## src/rtl/controlador_estados.sv

```systemverilog
// Activity state machine for the tamagotchi core: synchronizes the three push-buttons,
// runs each timed action for DUR tick pulses and locks into MORTO when morreu is reported.
module controlador_estados #(
    parameter logic [7:0] DUR_DORMIR = 8'd40,
    parameter logic [7:0] DUR_COMER  = 8'd8,
    parameter logic [7:0] DUR_AULA   = 8'd16
) (
    input  logic       clk,
    input  logic       rst_n,
    input  logic       btn_dormir_n,
    input  logic       btn_comer_n,
    input  logic       btn_aula_n,
    input  logic       tick,
    input  logic       morreu,
    output logic [3:0] estado,
    output logic       ocupado,
    output logic [7:0] tempo_restante
);

    typedef enum logic [2:0] {
        OCIOSO     = 3'd0,
        DORMINDO   = 3'd1,
        COMENDO    = 3'd2,
        DANDO_AULA = 3'd3,
        MORTO      = 3'd4
    } estado_t;

    estado_t    state_r;
    logic [2:0] btn_s;
    logic [2:0] sync1_r;
    logic [2:0] sync2_r;
    logic [2:0] hist_r;
    logic [2:0] press_s;
    logic       cancel_s;
    logic       expira_s;

    // Bit order for all key vectors: [0] dormir, [1] comer, [2] aula.
    assign btn_s = {btn_aula_n, btn_comer_n, btn_dormir_n};

    function automatic logic [3:0] codigo(input estado_t s);
        logic [3:0] c;
        case (s)
            OCIOSO:     c = 4'b0000;
            DORMINDO:   c = 4'b0001;
            COMENDO:    c = 4'b0010;
            DANDO_AULA: c = 4'b0100;
            MORTO:      c = 4'b1000;
            default:    c = 4'b0000;
        endcase
        return c;
    endfunction

    // Two-flop synchronizer plus history flop; released level out of reset blocks spurious presses.
    always_ff @(posedge clk or negedge rst_n) begin
        if (!rst_n) begin
            sync1_r <= 3'b111;
            sync2_r <= 3'b111;
            hist_r  <= 3'b111;
        end else begin
            sync1_r <= btn_s;
            sync2_r <= sync1_r;
            hist_r  <= sync2_r;
        end
    end

    // Press pulses, same-key cancel and last-tick detection.
    always_comb begin
        press_s  = ~sync2_r & hist_r;
        cancel_s = 1'b0;
        expira_s = tick && (tempo_restante == 8'd1);
        case (state_r)
            DORMINDO:   cancel_s = press_s[0];
            COMENDO:    cancel_s = press_s[1];
            DANDO_AULA: cancel_s = press_s[2];
            default:    cancel_s = 1'b0;
        endcase
    end

    // Activity FSM with registered estado/ocupado/tempo_restante.
    always_ff @(posedge clk or negedge rst_n) begin
        if (!rst_n) begin
            state_r        <= OCIOSO;
            estado         <= 4'b0000;
            ocupado        <= 1'b0;
            tempo_restante <= 8'd0;
        end else if (morreu) begin
            state_r        <= MORTO;
            estado         <= codigo(MORTO);
            ocupado        <= 1'b0;
            tempo_restante <= 8'd0;
        end else begin
            case (state_r)
                OCIOSO: begin
                    if (press_s[0]) begin
                        state_r        <= DORMINDO;
                        estado         <= codigo(DORMINDO);
                        ocupado        <= 1'b1;
                        tempo_restante <= DUR_DORMIR;
                    end else if (press_s[1]) begin
                        state_r        <= COMENDO;
                        estado         <= codigo(COMENDO);
                        ocupado        <= 1'b1;
                        tempo_restante <= DUR_COMER;
                    end else if (press_s[2]) begin
                        state_r        <= DANDO_AULA;
                        estado         <= codigo(DANDO_AULA);
                        ocupado        <= 1'b1;
                        tempo_restante <= DUR_AULA;
                    end else begin
                        state_r        <= OCIOSO;
                        estado         <= codigo(OCIOSO);
                        ocupado        <= 1'b0;
                        tempo_restante <= 8'd0;
                    end
                end
                DORMINDO, COMENDO, DANDO_AULA: begin
                    if (cancel_s || expira_s) begin
                        state_r        <= OCIOSO;
                        estado         <= codigo(OCIOSO);
                        ocupado        <= 1'b0;
                        tempo_restante <= 8'd0;
                    end else if (tick && (tempo_restante > 8'd1)) begin
                        tempo_restante <= tempo_restante - 8'd1;
                    end else begin
                        tempo_restante <= tempo_restante;
                    end
                end
                MORTO: begin
                    state_r        <= MORTO;
                    estado         <= codigo(MORTO);
                    ocupado        <= 1'b0;
                    tempo_restante <= 8'd0;
                end
                default: begin
                    state_r        <= OCIOSO;
                    estado         <= codigo(OCIOSO);
                    ocupado        <= 1'b0;
                    tempo_restante <= 8'd0;
                end
            endcase
        end
    end

endmodule

```

## config.mk

```make
export PLATFORM = sky130hd
export DESIGN_NAME = controlador_estados
export DESIGN_NICKNAME = d
export VERILOG_FILES = /design/src/rtl/controlador_estados.sv
export SDC_FILE = /design/constraint.sdc
export NUM_CORES = 1
export LEC_CHECK = 0
export BUFFER_PORTS_ARGS = -buffer_cell sky130_fd_sc_hd__clkbuf_2
export CAP_MARGIN = 20
export CORE_MARGIN = 5
export CORE_UTILIZATION = 53
export CTS_CLUSTER_DIAMETER = 60
export CTS_CLUSTER_SIZE = 20
export DETAILED_ROUTE_END_ITERATION = 10
export PLACE_DENSITY = 0.75
export RECOVER_POWER = 100
export SKIP_CTS_REPAIR_TIMING = 1
export SYNTH_ARGS = -nofsm -noshare
export SYNTH_HDL_FRONTEND = slang
export SYNTH_SLANG_ARGS = --single-unit
```

## constraint.sdc

```tcl
create_clock -name clk -period 2.2 [get_ports clk]
set_input_delay 0.22 -clock clk [delete_from_list [all_inputs] [get_ports clk]]
set_output_delay 0.22 -clock clk [all_outputs]
set_load 0.02 [all_outputs]
```

# Word level (Yosys, flattened, before mapping)
# Index checks and enable logic that the tools add are counted.
# classes
n_reduce_logical,5
n_lt_le_gt_ge,1
muxes,26
bitwise_logic,2
add_sub_neg,1
n_eq_ne,7
# ops
cell,n
$mux W8,3
$pmux W8 S2,1
$mux W3,5
$pmux W4 S3,1
$mux W5,2
$pmux W3 S3,1
$eq A8 B1 Y1 const B,1
$gt A8 B1 Y1 const B,1
$mux W4,2
$sub A8 B1 Y8 const B,1
$eq A3 B2 Y1 const B,2
$mux W2,3
$mux W6,1
$mux W1,5
$ne A4 B4 Y1 const B,1
$and A3 B3 Y3,1
$eq A3 B1 Y1 const B,1
$eq A3 B3 Y1 const B,1
$logic_not A3 Y1,1
$ne A3 B3 Y1 const B,1
$not A3 Y3,1
$pmux W1 S3,1
$reduce_or A3 Y1,1
$logic_and A1 B1 Y1,2
other kinds (2),2
# word_totals
inputBits,7
regBits,25
word_cells,49
output_inout_bits,13

# Depth between registers and ports, before layout
# depth
depth_word,7
ltp_mapped,7
mapped_depth_nobuf,7

# Worst setup path before layout
# No wires, ideal clock.
# synth_path
path_type,register -> register
startpoint,register tempo_restante[0]
endpoint,register tempo_restante[7]
setup_time_ns,0.072
required_ns,2.128
slack_ns,0.352
arrival_ns,1.776
period_less_slack_ns,1.848
path_stages_with_launch,8
n_path_buf,0
path_cell_list,dfrtp_1 inv_1 ha_1 or2_2 a31oi_4 nand4b_1 xor2_1 nor2_1
# synth_via
elab_chain_len,6
word_cells_on_any_way,11
cone_classes,1 x add/sub; 1 x order compare; 2 x eq/ne; 4 x mux; 3 x reduce/logical
# synth_lines
item,line,text
from (decl),17,output logic [7:0] tempo_restante
from (signal assigned),123,tempo_restante <= tempo_restante - 8'd1;
from (signal assigned),125,tempo_restante <= tempo_restante;
branches (longest 6 deep; another with $sub A8 B1 Y8),--,
# Parallel ways; which one is timed is not known. The select of a mux whose other input is x is not followed.
# A chain may end at the register's enable or synchronous reset.

# Worst setup path in the final report
# layout_path
startpoint,register sync2_r[0]
endpoint,register tempo_restante[1]
# layout_via
elab_chain_len,7
word_cells_on_any_way,9
cone_classes,1 x eq/ne; 5 x mux; 2 x bitwise; 1 x reduce/logical
# layout_lines
item,line,text
from (decl),31,logic [2:0] sync2_r;
from (signal assigned),61,sync2_r <= sync1_r;
$not A3 Y3 *,68,press_s = ~sync2_r & hist_r;
$and A3 B3 Y3 *,68,
$pmux W1 S3,71,case (state_r)
$logic_or A1 B1 Y1,117,if (cancel_s || expira_s) begin
$mux W8,117,
$pmux W8 S2,92,case (state_r)
$mux W8,86,end else if (morreu) begin
# Mark *: on every way between the ends. The rest lies on a longest branch, timed or not.

==> impl_metrics.env <==
export IMPL_regToRegSetupSlack_ns=0.22
export IMPL_drt_pass1_iterations=4
export IMPL_numPortBuffers=19
export IMPL_worstPathRequired_ns=2.44
export IMPL_switching_share_pct=21.09
export IMPL_avgSynthCellArea_um2=11.21
export IMPL_cp_endpoint="tempo_restante[1]"
export IMPL_reg2reg_depth=5
export IMPL_skew_ns=0.007338
export IMPL_ir_worst_vdd_uv=365.6
export IMPL_end_kind="flop"
export IMPL_gr_total_overflow=0
export IMPL_die_y_um=56.45
export IMPL_cp_startpoint="sync2_r[0]"
export IMPL_worst_pin_slew_ns=1.239
export IMPL_min_path_type="primary input to flop"
export IMPL_tns_ns=0
export IMPL_vias=876
export IMPL_clock_power_share_pct=31.5
export IMPL_drt_total_wl_um=2223
export IMPL_yosysSeqAreaShare_pct=53.50
export IMPL_period_share_pct=90.22
export IMPL_power_leakage_nw=0.5202
export IMPL_worstReg2RegStart="sync2_r[0]"
export IMPL_netlist_area_mm2=0.001144
export IMPL_period_needed_ns=1.985
export IMPL_relSlewSlack_pct=17.37
export IMPL_die_area_mm2=0.003187
export IMPL_postRouteAntennaNets=0
export IMPL_ys_async_sr_fraction_pct=100.0
export IMPL_max_stage_delay_ns=0.65
export IMPL_grt_max_degree=25
export IMPL_synth_ff_type="dfrtp_1"
export IMPL_p_sw_w=0.0001527
export IMPL_critPathLaunchType="flop"
export IMPL_clkTransAtPathRegs_ns=0.12
export IMPL_grt_pass1_wl_um=3933
export IMPL_path_class="flop to flop"
export IMPL_rsz0062_at_grt="false"
export IMPL_core_area_mm2=0.002002
export IMPL_avgViaCountPerCell=5.615
export IMPL_cp_max_fo=5
export IMPL_r2r_end="tempo_restante[1]"
export IMPL_place_gp_congestion=0.8170
export IMPL_combPwrFrac_pct=5.2
export IMPL_internal_power_w=0.0005716
export IMPL_crit_slowest_cell="or4_1"
export IMPL_area_delta_synth_final_pct=15.21
export IMPL_drive_gt1_share_pct=17.05
export IMPL_utilization_pct=65.81
export IMPL_antenna_found_initial=0
export IMPL_syn_inst=102
export IMPL_wl_per_cell_um=14.25
export IMPL_finalSetupViolCount=0
export IMPL_cts_tree="yes"
export IMPL_cts_htree_levels=1
export IMPL_hold_viol=0
export IMPL_cts_root_buf="clkbuf_4"
export IMPL_sequentialPowerShare_pct=63.3
export IMPL_outcome="complete, no violations"
export IMPL_yosysWarnings=0
export IMPL_synthTopCellsByCount="15 x dfrtp_1, 15 x nor2_1, 9 x dfstp_2, 8 x nand2_1"
export IMPL_synthTopCellsByArea="dfrtp_1 33%, dfstp_2 21%, nor2_1 4.9%"
export IMPL_nFillCells=178
export IMPL_clock_sinks=24
export IMPL_diodes=0
export IMPL_dp_hpwl_um=1645
export IMPL_ys_types=40
export IMPL_cts_buffers_inserted=3
export IMPL_synth_nets=111
export IMPL_synthDominantCellAreaShare_pct=32.82
export IMPL_io_pins=20
export IMPL_crit_path_cell_trace="nand2b_1 -> o21ba_1 -> o21ai_0 -> or4_1 -> a211oi_2"
export IMPL_cp_data_arrival_time_ns=2.22
export IMPL_rows=16
export IMPL_cts_buffer_depth=2
export IMPL_clk_insertion_delay_late_ns=0.32
export IMPL_power_density_mw_per_mm2=549.8
export IMPL_drcViolationCount=0
export IMPL_grt_pass1_vias=834
export IMPL_fin_nets=139
export IMPL_synth_edf_count=0
export IMPL_maxCapViolCount=0
export IMPL_synth_largest_area_cell="dfrtp_1"
export IMPL_fmax_mhz=503.8
export IMPL_synth_seq_cells=24
export IMPL_dr_first_iter_drc_count=27
export IMPL_initial_core_util_pct=57.13
export IMPL_die_x_um=56.45
export IMPL_drv_slew=0
export IMPL_grtUsageTotal_pct=15.63
[stage by stage]
step / setup WS [ns] / total power, W / cells / hold slack (ns) / area (µm²)
global route: 0.1021 / 0.0007584 / 156 / 0.2023 / 1318
finish: 0.2151 / 0.0007244 / 156 / 0.1817 / 1318
floorplan: 0.3521 / 0.0004810 / 102 / -0.07559 / 1144
detailed placement: 0.3178 / 0.0005009 / 148 / 0.2473 / 1276
global placement: 0.4172 / 0.0004999 / 148 / 0.2403 / 1276
CTS: 0.2965 / 0.0007316 / 152 / -0.1136 / 1313
[layout by cell type, fill, tap and decap left out, drive strengths merged]
master / instances
nand3: 3
a21oi: 2
nor3: 1
and4b: 1
nor2b: 2
nand4b: 2
clkbuf: 24
or4: 1
inv: 4
dfstp: 9
xnor2: 2
nand2: 8
ha: 2
a21o: 1
or2: 1
dlygate4sd3: 4
o2bb2ai: 4
a311oi: 1
o211a: 1
o21ai: 2
nand4: 1
nor4: 2
dfrtp: 15
nor2: 15
o22ai: 3
buf: 1
or3: 1
o41ai: 1
nand2b: 2
a32oi: 1
o21a: 1
a31oi: 3
a211oi: 2
o21ba: 1
nor3b: 2
xor2: 3
[cells by family (layout without fill, tap and decap cells)]
kind of cell               Yosys count  count (layout)  synth area share (%)
AOI/OAI and AO/OA                   23              23                 17.40
xor gates and xnor gates             5               5                 3.830
adders and majority gates            2               2                 2.188
buffers and inverters                6              33                 2.297
DFF                                 24              24                 53.50
and+or+nand+nor                     42              42                 20.79
[layout make-up]
class | instances | area [µm²] | area share [%]
clock buffers | 4 | 36.28 | 2.754
inverters | 4 | 15.01 | 1.140
multi-input cells | 72 | 491.7 | 37.32
flip-flops and latches | 24 | 611.8 | 46.44
well taps | 27 | 33.78 | 2.564
repair buffers | 25 | 128.9 | 9.782
[power by group through the flow]
stage | sequential, W | clock [W] | combinational, W
finish | 0.000459 | 0.000228 | 0.0000379
global route | 0.000460 | 0.000255 | 0.0000435
CTS | 0.000460 | 0.000238 | 0.0000336
detailed placement | 0.000467 | 0 | 0.0000337
global placement | 0.000467 | 0 | 0.0000332
floorplan | 0.000466 | 0 | 0.0000147
[routing by layer]
layer / track usage, % / up-vias / part of all wire [%]
met4: 6.102 / 0 / 1.6
met5: 0 / - / 0
met1: 21.69 / 411 / 46
met2: 23.43 / 38 / 44
li1: - / 422 / -
met3: 3.670 / 5 / 8.6
[how the worst min path moves through the flow]
stage | from | end | cells past startpoint
after global placement | rst_n | tempo_restante[2] | 1
after global routing | morreu | estado[3] | 2
after detailed placement | rst_n | tempo_restante[2] | 1
final | morreu | estado[3] | 2
after CTS | rst_n | tempo_restante[5] | 1
after floorplan | rst_n | estado[0] | 0
[sequential cells by signal, indices dropped and copies added, names as in the netlist]
name	flops
sync1_r	3
ocupado	1
hist_r	3
estado	4
sync2_r	3
tempo_restante	8
state_r	2
[worst max-delay path, delay by kind of cell, from the launching register on]
kind | cells | cell delay (ns)
flops | 1 | 0.55
simple gates | 2 | 0.81
compound gates | 3 | 0.56
No activity file was read; power rests on OpenSTA's default activity.
